$ cat src/rtl/ps2_pkg.sv
// Shared constants and frame-state type for the PS/2 keystroke capture block.
package ps2_pkg;

    localparam logic [7:0] PS2_E0      = 8'hE0;
    localparam logic [7:0] PS2_F0      = 8'hF0;
    localparam logic [7:0] PS2_E1      = 8'hE1;
    localparam logic [7:0] PS2_PRT_MK  = 8'h12;
    localparam logic [7:0] PS2_PRT_BRK = 8'h7C;

    typedef enum logic [1:0] {
        IDLE,
        DATA,
        PARITY,
        STOP
    } ps2_frame_t;

endpackage

$ cat src/rtl/ps2_line_filter.sv
// Two-flop synchronizer plus run-length filter for one raw PS/2 line.
module ps2_line_filter #(
    parameter int unsigned FILTER_LEN = 8
) (
    input  logic clk_sys,
    input  logic reset_n,
    input  logic line_in,
    output logic line_out
);

    localparam int unsigned CW = $clog2(FILTER_LEN + 1);

    logic          sync1_q;
    logic          sync2_q;
    logic          filt_q;
    logic [CW-1:0] run_q;

    // The filtered level flips only after FILTER_LEN consecutive differing samples.
    always_ff @(posedge clk_sys or negedge reset_n) begin
        if (!reset_n) begin
            sync1_q <= 1'b1;
            sync2_q <= 1'b1;
            filt_q  <= 1'b1;
            run_q   <= '0;
        end else begin
            sync1_q <= line_in;
            sync2_q <= sync1_q;
            if (sync2_q == filt_q) begin
                run_q <= '0;
            end else if (run_q == CW'(FILTER_LEN - 1)) begin
                filt_q <= sync2_q;
                run_q  <= '0;
            end else begin
                run_q <= run_q + 1'b1;
            end
        end
    end

    assign line_out = filt_q;

endmodule

$ cat src/rtl/ps2_key_capture.sv
// PS/2 device-to-host deframer and keystroke assembler producing the 65-bit ps2_key word.
module ps2_key_capture
    import ps2_pkg::*;
#(
    parameter int unsigned FILTER_LEN = 8,
    parameter int unsigned TIMEOUT    = 100000
) (
    input  logic        clk_sys,
    input  logic        reset_n,
    input  logic        ps2_clk_in,
    input  logic        ps2_data_in,
    output logic [64:0] ps2_key,
    output logic        frame_err
);

    localparam int unsigned TW = $clog2(TIMEOUT + 1);

    logic clk_f;
    logic data_f;
    logic clk_f_prev_q;
    logic fall;

    ps2_line_filter #(.FILTER_LEN(FILTER_LEN)) u_clk_filter (
        .clk_sys  (clk_sys),
        .reset_n  (reset_n),
        .line_in  (ps2_clk_in),
        .line_out (clk_f)
    );

    ps2_line_filter #(.FILTER_LEN(FILTER_LEN)) u_data_filter (
        .clk_sys  (clk_sys),
        .reset_n  (reset_n),
        .line_in  (ps2_data_in),
        .line_out (data_f)
    );

    assign fall = clk_f_prev_q & ~clk_f;

    ps2_frame_t     state_q, state_d;
    logic [2:0]     bit_cnt_q, bit_cnt_d;
    logic [7:0]     shift_q, shift_d;
    logic           par_q, par_d;
    logic [TW-1:0]  tmo_q;
    logic           tmo_hit;
    logic           byte_ok_d, byte_ok_q;
    logic           err_d, err_q;
    logic [7:0]     byte_q;

    logic [63:0]    seq_q, seq_d, seq_n;
    logic [3:0]     cnt_q, cnt_d, cnt_n;
    logic           e1_q, e1_d, first_e1;
    logic           incomplete;
    logic [64:0]    key_q, key_d;

    // Expiry wins over a coincident edge so that edge cannot start a new frame.
    assign tmo_hit = (state_q != IDLE) && (tmo_q == TW'(TIMEOUT));

    always_comb begin
        state_d   = state_q;
        bit_cnt_d = bit_cnt_q;
        shift_d   = shift_q;
        par_d     = par_q;
        byte_ok_d = 1'b0;
        err_d     = 1'b0;
        if (tmo_hit) begin
            state_d = IDLE;
        end else if (fall) begin
            case (state_q)
                IDLE: begin
                    if (!data_f) begin
                        state_d   = DATA;
                        bit_cnt_d = '0;
                    end
                end
                DATA: begin
                    shift_d   = {data_f, shift_q[7:1]};
                    bit_cnt_d = bit_cnt_q + 1'b1;
                    if (bit_cnt_q == 3'd7) state_d = PARITY;
                end
                PARITY: begin
                    par_d   = data_f;
                    state_d = STOP;
                end
                STOP: begin
                    if ((^{shift_q, par_q}) && data_f) byte_ok_d = 1'b1;
                    else                               err_d     = 1'b1;
                    state_d = IDLE;
                end
                default: state_d = IDLE;
            endcase
        end
    end

    always_ff @(posedge clk_sys or negedge reset_n) begin
        if (!reset_n) begin
            clk_f_prev_q <= 1'b1;
            state_q      <= IDLE;
            bit_cnt_q    <= '0;
            shift_q      <= '0;
            par_q        <= 1'b0;
            tmo_q        <= '0;
            byte_ok_q    <= 1'b0;
            err_q        <= 1'b0;
            byte_q       <= '0;
        end else begin
            clk_f_prev_q <= clk_f;
            state_q      <= state_d;
            bit_cnt_q    <= bit_cnt_d;
            shift_q      <= shift_d;
            par_q        <= par_d;
            byte_ok_q    <= byte_ok_d;
            err_q        <= err_d;
            if (byte_ok_d) byte_q <= shift_q;
            if (fall)                         tmo_q <= '0;
            else if (tmo_q != TW'(TIMEOUT))   tmo_q <= tmo_q + 1'b1;
        end
    end

    always_comb begin
        seq_d      = seq_q;
        cnt_d      = cnt_q;
        e1_d       = e1_q;
        key_d      = key_q;
        seq_n      = {seq_q[55:0], byte_q};
        cnt_n      = cnt_q + 1'b1;
        first_e1   = (cnt_q == 4'd0) ? (byte_q == PS2_E1) : e1_q;
        incomplete = (byte_q == PS2_E0) || (byte_q == PS2_F0)
                   || (seq_n[15:0] == {PS2_E0, PS2_PRT_MK})
                   || (seq_n[23:0] == {PS2_E0, PS2_F0, PS2_PRT_BRK})
                   || (first_e1 && (cnt_n < 4'd8));
        if (err_q) begin
            seq_d = '0;
            cnt_d = '0;
            e1_d  = 1'b0;
        end else if (byte_ok_q) begin
            if (!incomplete) begin
                key_d = {~key_q[64], seq_n};
                seq_d = '0;
                cnt_d = '0;
                e1_d  = 1'b0;
            end else if (cnt_n == 4'd8) begin
                seq_d = '0;
                cnt_d = '0;
                e1_d  = 1'b0;
            end else begin
                seq_d = seq_n;
                cnt_d = cnt_n;
                e1_d  = first_e1;
            end
        end
    end

    always_ff @(posedge clk_sys or negedge reset_n) begin
        if (!reset_n) begin
            seq_q <= '0;
            cnt_q <= '0;
            e1_q  <= 1'b0;
            key_q <= '0;
        end else begin
            seq_q <= seq_d;
            cnt_q <= cnt_d;
            e1_q  <= e1_d;
            key_q <= key_d;
        end
    end

    assign ps2_key   = key_q;
    assign frame_err = err_q;

endmodule
$ cat config.mk
export PLATFORM = sky130hd
export DESIGN_NAME = ps2_key_capture
export DESIGN_NICKNAME = d
export VERILOG_FILES = /design/src/rtl/ps2_pkg.sv /design/src/rtl/ps2_line_filter.sv /design/src/rtl/ps2_key_capture.sv
export SDC_FILE = /design/constraint.sdc
export NUM_CORES = 1
export LEC_CHECK = 0
export BUFFER_PORTS_ARGS = -buffer_cell sky130_fd_sc_hd__buf_2
export CAP_MARGIN = 10
export CORE_MARGIN = 2
export CORE_UTILIZATION = 35
export DETAILED_ROUTE_END_ITERATION = 8
export SLEW_MARGIN = 15
export SYNTH_ARGS = -nofsm -noshare
export SYNTH_HDL_FRONTEND = slang
export SYNTH_SLANG_ARGS = --single-unit
$ cat constraint.sdc
create_clock -name clk_sys -period 7.7 [get_ports clk_sys]
set_input_delay 0.77 -clock clk_sys [delete_from_list [all_inputs] [get_ports clk_sys]]
set_output_delay 0.77 -clock clk_sys [all_outputs]
set_load 0.01 [all_outputs]
==> flow_summary.toml, run 1 <==
[setup_path]
cp_num_cells = 8
startpoint = "cnt_q[0]"
worst-r2r-cell-count = 8
timing.rr.start = "cnt_q[0]"
start_kind = "flop"
crit_family = "simple AND/OR/NAND/NOR gates"
required_ns = 8.02
cp_max_fo = 41
critPathBufInv = 2
critical_path_class = "flop to flop"
timing.rr.end = "ps2_key[42]"
crit_path_cell_trace = "inv_1 > ha_1 > or3b_1 > a21boi_1 > o22ai_4 > nor2_4 > buf_4 > mux2_2"
crit_arrival_ns = 3.80
crit_path_end = "ps2_key[42]"
endpoint_kind = "flop"
crit_slowest_cell = "nor2_4"
max_stage_delay_ns = 0.80
rrSetupSlack_ns = 4.22

[synth]
synth.distinct_cells = 46
syn-num-nets = 545
ys_seq_area_share_pct = 60.24
syn_inst = 529
yosys_warnings = 0
ys_ff_latch = 182
syn_avg_cell_area_sq_um = 14.32
netlist_area_sq_um = 7575

[run]
drv_cap = 0

[global_route]
antenna_found_initial = 0
grt_pass1_vias = 4495
grt_usage_pct = 13.22
grt_max_degree = 115
grt.overflow.total = 0
grt_pass1_wl_mm = 23.66

[clock_network]
clock_sink_count = 182
holdBufCountCts = 0
cts_root_buffer = "clkbuf_16"
cts_tree = "yes"
clkTransAtPathRegs_ns = 0.08
htreeDepth = 4
clock_path_buffers = 2
cts_resized = 0
numCtsBuffers = 17
clk_latency_ns = 0.43
post_cts_buffers = 0

[run_status]
status = "completed"

[detailed_routing]
vias_per_cell = 5.010
routed_wl_mm = 14.26
dr.pass1.iters = 5
drt_iter0_drc = 272
routedWlPerCell_um = 16.07
drc = 0
ant_nets = 0
vias = 4444

[timing]
finalMaxSlewViolations = 0
clock_skew_ns = 0.01757
hold_viol = 0
rsz0062_at_grt = "false"
relSlewSlack_pct = 28.41
fmaxAchievable_ghz = 0.2873
tightest_slew_ns = 1.074
min_period_ns = 3.480
finalSetupViolCount = 0
tns_ns = 0
setup_ws_ns = 4.220
fin_crit_sh_pct = 45.20

[pwr]
ir_drop_uv = 128.4
leakage_nw = 4.391
p_per_area_nw_per_um2 = 246.9

[die]
design.core.area_sq_um = 21150
die_w_um = 151.1
core.rowCount = 53
initial_utilization_pct = 35.81
die_h_um = 151.1
dieArea_sq_um = 22830
boundaryPins = 70

[placed_design]
dp_hpwl_mm = 9.350
io_buffers = 69
dp_slack_ns = 4.204
place_congestion = 0.7883

[final_layout]
fillCellCount = 1957
antennaDiodeCount = 0
nNetsFinal = 615
utilization_pct = 41.63
layout-drive-gt1-share_pct = 33.17
area_delta_synth_final_pct = 16.27

[worst_hold_path]
hold_class = "primary input to async pin"
==> placed cells by master, fill, tap and decap left out, types with 2 or more instances in the layout <==
master	n
and3_1	7
nor4b_1	2
buf_2	68
inv_1	9
mux2_4	50
nor2b_1	4
ha_1	12
nor2_1	32
o21ai_0	6
nand3_1	14
or4bb_1	2
nor3_1	7
a22o_1	56
or3b_1	2
mux2i_1	3
nand3b_1	2
clkinv_8	4
buf_4	4
nand4b_1	3
nor4_1	4
xor2_1	10
a21oi_1	8
or3_1	3
dfrtp_1	175
xnor2_1	14
nand2b_1	6
nor2_4	2
dfstp_2	7
inv_6	6
bufinv_16	2
clkbuf_16	17
mux2_2	34
nand2_1	14
inv_8	2
a32o_1	2
nand4_1	2
==> through the flow <==
stage | total power [mW] | cell area, sq um | hold WS, ns | cells
3_5_place_dp | 1.290 | 8147 | 0.3522 | 854
4_1_cts | 2.203 | 8780 | 0.3630 | 886
2_1_floorplan | 1.222 | 7575 | 0.3452 | 529
3_3_place_gp | 1.274 | 8147 | 0.3455 | 854
5_1_grt | 2.288 | 8807 | 0.2253 | 887
6_report | 2.175 | 8807 | 0.2217 | 887
==> sequential cells by signal, summed over array words and instances, names as in the netlist <==
signal                  count
u_data_filter.sync2_q       1
e1_q                        1
bit_cnt_q                   3
seq_q                      56
u_clk_filter.run_q          4
state_q                     2
tmo_q                      17
u_clk_filter.sync2_q        1
frame_err                   1
u_data_filter.run_q         4
u_data_filter.line_out      1
byte_ok_q                   1
clk_f_prev_q                1
ps2_key                    65
u_data_filter.sync1_q       1
u_clk_filter.line_out       1
shift_q                     8
byte_q                      8
par_q                       1
u_clk_filter.sync1_q        1
cnt_q                       4
==> cell families (layout without fill, tap and decap cells) <==
| logic type | count (synthesis) | after routing | share of synthesized area [%] |
|---|---|---|---|
| buffers and inverters | 32 | 115 | 2.659 |
| XOR/XNOR | 25 | 25 | 3.072 |
| flip-flops | 182 | 182 | 60.24 |
| AO/OA/AOI/OAI | 79 | 79 | 8.540 |
| multiplexers | 87 | 87 | 15.36 |
| AND/OR/NAND/NOR | 112 | 112 | 8.143 |
| adder cells (fa/ha/maj) | 12 | 12 | 1.982 |
==> per-layer routing <==
layer / vias to the layer above / GRT usage (%) / part of all wire (%)
li1: 2059 / - / -
met4: 0 / 4.159 / 1.2
met2: 86 / 20.36 / 47
met1: 2287 / 18.35 / 48
met5: - / 0 / 0
met3: 12 / 3.404 / 3.9
==> cell usage after synthesis, drive strengths merged <==
cell type | number | area (sq um)
inv | 9 | 33.78
and3 | 8 | 50.05
nor2 | 34 | 130.1
nand3b | 2 | 15.01
xnor3 | 1 | 22.52
or4 | 1 | 7.510
a22oi | 1 | 7.510
xor2 | 10 | 87.58
a22o | 56 | 490.5
a32oi | 1 | 8.760
buf | 13 | 130.1
nor4bb | 1 | 10.01
ha | 12 | 150.1
xnor2 | 14 | 122.6
o22ai | 1 | 20.02
o21ai | 6 | 30.03
a21boi | 1 | 7.510
nand2 | 14 | 52.55
nor4 | 4 | 25.02
mux2i | 3 | 30.03
nand2b | 6 | 37.54
nor2b | 4 | 25.02
o211ai | 1 | 7.510
and4b | 1 | 10.01
a21oi | 8 | 40.04
a32o | 2 | 20.02
nand3 | 14 | 70.07
dfrtp | 175 | 4379
nor4b | 3 | 41.29
clkbuf | 10 | 37.54
or3b | 2 | 17.52
a221oi | 1 | 8.760
or3 | 3 | 18.77
nand4 | 2 | 12.51
or4b | 1 | 10.01
dfstp | 7 | 183.9
a31oi | 1 | 6.260
mux2 | 84 | 1134
nand4b | 3 | 26.28
nor3 | 7 | 35.03
or4bb | 2 | 22.52
==> worst min-delay path by stage <==
stage	endpoint	depth (start not counted)	slack (ns)
6_report	ps2_key[61]	1	0.22
5_1_grt	ps2_key[61]	1	0.23
4_1_cts	u_clk_filter.sync2_q	0	0.36
3_5_place_dp	u_clk_filter.sync2_q	0	0.35
3_3_place_gp	u_clk_filter.sync2_q	0	0.35
2_1_floorplan	u_clk_filter.sync2_q	0	0.35
==> power breakdown <==
group	internal (mW)	leakage [nW]	switching, mW
sequential	1.01	2.50	0.0511
clock	0.500	0.305	0.404
combinational	0.0889	1.59	0.120
==> worst reg2reg max path, stage by stage (launching register included) <==
cell	delay (ns)
dfrtp_1	0.42
inv_1	0.07
ha_1	0.14
or3b_1	0.39
a21boi_1	0.25
o22ai_4	0.15
nor2_4	0.80
buf_4	0.70
mux2_2	0.45
==> area by class of cell <==
cell class | instances | area, sq um | area share (%)
Clock inverter | 15 | 207.7 | 2.358
Multi-Input combinational cell | 315 | 2824 | 32.06
Inverter | 9 | 33.78 | 0.3836
Clock buffer | 17 | 425.4 | 4.830
Tap cell | 275 | 344.1 | 3.907
Timing Repair Buffer | 74 | 409.1 | 4.646
Sequential cell | 182 | 4563 | 51.81
Note: power is estimated with default switching activity, not from simulation.
==> inputs of run 2 (changes only) <==
--- a/config.mk
+++ b/config.mk
@@ -5,6 +5,7 @@
 export SDC_FILE = /design/constraint.sdc
 export NUM_CORES = 1
 export LEC_CHECK = 0
+export ABC_AREA = 1
 export BUFFER_PORTS_ARGS = -buffer_cell sky130_fd_sc_hd__buf_2
 export CAP_MARGIN = 10
 export CORE_MARGIN = 2
==> constraint.sdc (replaced) <==
create_clock -name clk_sys -period 3.1 [get_ports clk_sys]
set_input_delay 0.31 -clock clk_sys [delete_from_list [all_inputs] [get_ports clk_sys]]
set_output_delay 0.31 -clock clk_sys [all_outputs]
set_load 0.01 [all_outputs]
==> flow_summary.toml, run 2 <==
[synth]
syn_inst = 955
synthMuxAreaShare_pct = 0.2757
synth_common_cells = "nand2_1, dfrtp_1, nand3_1, nand4_1, inv_1"
synth.distinct_cells = 34
ys_ff_latch = 182
synth.area.top_cells = "dfrtp_1, nand2_1, nand4_1"
synth_top_family_by_area = "simple AND/OR/NAND/NOR gates"
syn-num-nets = 971
synthXorXnorAreaFrac_pct = 1.072
netlist_area_sq_um = 8168
syn_avg_cell_area_sq_um = 8.553
synth-compound-area-share_pct = 2.359
yosysMostFrequentCell = "nand2_1"
synthSimpleGateAreaFrac_pct = 32.58
yosys_warnings = 0
synth_edf_count = 0
synthAdderAreaFrac_pct = 1.838
ys_seq_area_share_pct = 55.87
async_flop_share_pct = 100.0
ys.flop_type = "dfrtp_1"
synth_top_area_share_pct = 53.62
synth_top_area_cell = "dfrtp_1"

[global_route]
grt_pass1_vias = 6056
antenna_found_initial = 0
grt_usage_pct = 15.43
grt_pass1_wl_mm = 30.42
grt_max_degree = 66
grt.overflow.total = 0

[setup_path]
required_ns = 3.47
endpoint_kind = "flop"
cp_max_fo = 37
start_kind = "flop"
crit_arrival_ns = 2.52
critical_path_class = "flop to flop"

[pwr]
ir_drop_uv = 327.1
p_sw_mw = 1.497
pwr-share-seq_pct = 47.7
leakage_nw = 5.155
clock_power_share_pct = 41.5
pwr-share-comb_pct = 10.8
internal-power_mw = 4.022
p_per_area_nw_per_um2 = 584.2
netSwitchingFraction_pct = 27.13

[final_layout]
design_area_sq_um = 9447
layout-drive-gt1-share_pct = 14.12
area_delta_synth_final_pct = 15.66
seq_area_sq_um = 4563
utilization_pct = 41.47
final_common_cell = "nand2_1"
multi_input_area_sq_um = 3127
largest_register_ffs = 65
layout_common_cells = "nand2_1, dfrtp_1, nand3_1, nand4_1, buf_2"
fillCellCount = 2267
antennaDiodeCount = 0
nNetsFinal = 1030

[worst_hold_path]
hold_class = "flop to flop"

[die]
die_h_um = 156.8
initial_utilization_pct = 35.86
design.core.area_sq_um = 22780
dieArea_sq_um = 24580
core.rowCount = 55
die_w_um = 156.8
boundaryPins = 70

[timing]
tns_ns = 0
finalSetupViolCount = 0
relSlewSlack_pct = 58.18
fmaxAchievable_ghz = 0.4657
tightest_slew_ns = 0.6273
finalMaxSlewViolations = 0
clock_skew_ns = 0.01176
hold_viol = 0
setup_ws_ns = 0.9525
min_period_ns = 2.147
hold_ws_ns = 0.3578
fin_crit_sh_pct = 69.27
rsz0062_at_grt = "false"

[placed_design]
dp_hpwl_mm = 12.27
placed_cell_area_sq_um = 8795
place_congestion = 0.8522
io_buffers = 69
dp_slack_ns = 0.9644

[clock_network]
clock_path_buffers = 2
numCtsBuffers = 17
htreeDepth = 4
clk_latency_ns = 0.43
cts_tree = "yes"
cts_root_buffer = "clkbuf_16"
clock_sink_count = 182
cts_resized = 0
clkTransAtPathRegs_ns = 0.07

[detailed_routing]
ant_nets = 0
vias_per_cell = 4.819
routedWlPerCell_um = 13.67
wl_met2_mm = 8.918
routed-wl-met3_um = 620
drt_iter0_drc = 398
routed_wl_mm = 18.32
top_layer = "met4"
drc = 0
wl_met1_mm = 8.554
vias = 6458
dr.pass1.iters = 5

[run_status]
status = "completed"

[run]
drv_cap = 0
run 2: power groups by stage:
stage	sequential, mW	clock, mW	combinational, mW
after floorplan	2.65	0	0.446
after global placement	2.68	0	0.583
after detailed placement	2.68	0	0.596
after CTS	2.64	2.34	0.604
after global routing	2.65	2.45	0.695
final	2.64	2.29	0.594
run 2: cell type report:
class,instances,area share [%]
sequential,182,48.30
clock inverter,14,2.040
clock buffer,18,4.543
timing repair buffer,89,5.523
multi-input combinational,665,33.10
tap,313,4.146
inverter,59,2.344
run 2: layer usage:
metal,up-vias,global-route usage [%]
li1,3231,-
met1,3092,20.45
met2,115,25.48
met3,20,3.157
met4,0,4.631
met5,-,0
run 2: cell families (layout without fill, tap and decap cells):
logic type                 Yosys count  count (layout)
AOI/OAI and AO/OA                   37              37
xor gates and xnor gates            10              10
adders and majority gates           12              12
buffers and inverters              108             180
DFF                                182             182
muxes                                2               2
and+or+nand+nor                    604             604
run 2: path summary, 6_finish.rpt:
path | slack [ns] | end | start | cells past startpoint
setup / recovery | 0.95 | seq_q[0] | byte_q[2] | 10
hold / removal | 0.36 | u_data_filter.sync2_q | u_data_filter.sync1_q | 0
setup reg to reg | 0.95 | seq_q[0] | byte_q[2] | 10
hold reg to reg | 0.36 | u_data_filter.sync2_q | u_data_filter.sync1_q | 0
max in group asynchronous | 1.87 | seq_q[7] | reset_n | 3
min in group asynchronous | 0.43 | seq_q[55] | reset_n | 2
run 2: repair_timing:
action / in CTS / in global routing
buffers inserted: 0 / 0
hold buffers: 3 / 0
hold endpoints to repair: 63 / 0
run 2: worst max-delay path, cell delays in order, from the launching register on:
cell	delay [ns]
dfrtp_1	0.42
nor2_1	0.15
inv_1	0.08
nor2_1	0.09
nand4_1	0.10
nand2_1	0.09
nand3_2	0.31
nand2_2	0.20
buf_4	0.36
nand3_1	0.19
nand2_1	0.09
run 2: through the flow:
stage / total power, mW / std cells
3_5_place_dp: 3.278 / 1305
2_1_floorplan: 3.093 / 955
4_1_cts: 5.581 / 1340
5_1_grt: 5.794 / 1340
6_report: 5.519 / 1340
3_3_place_gp: 3.259 / 1305
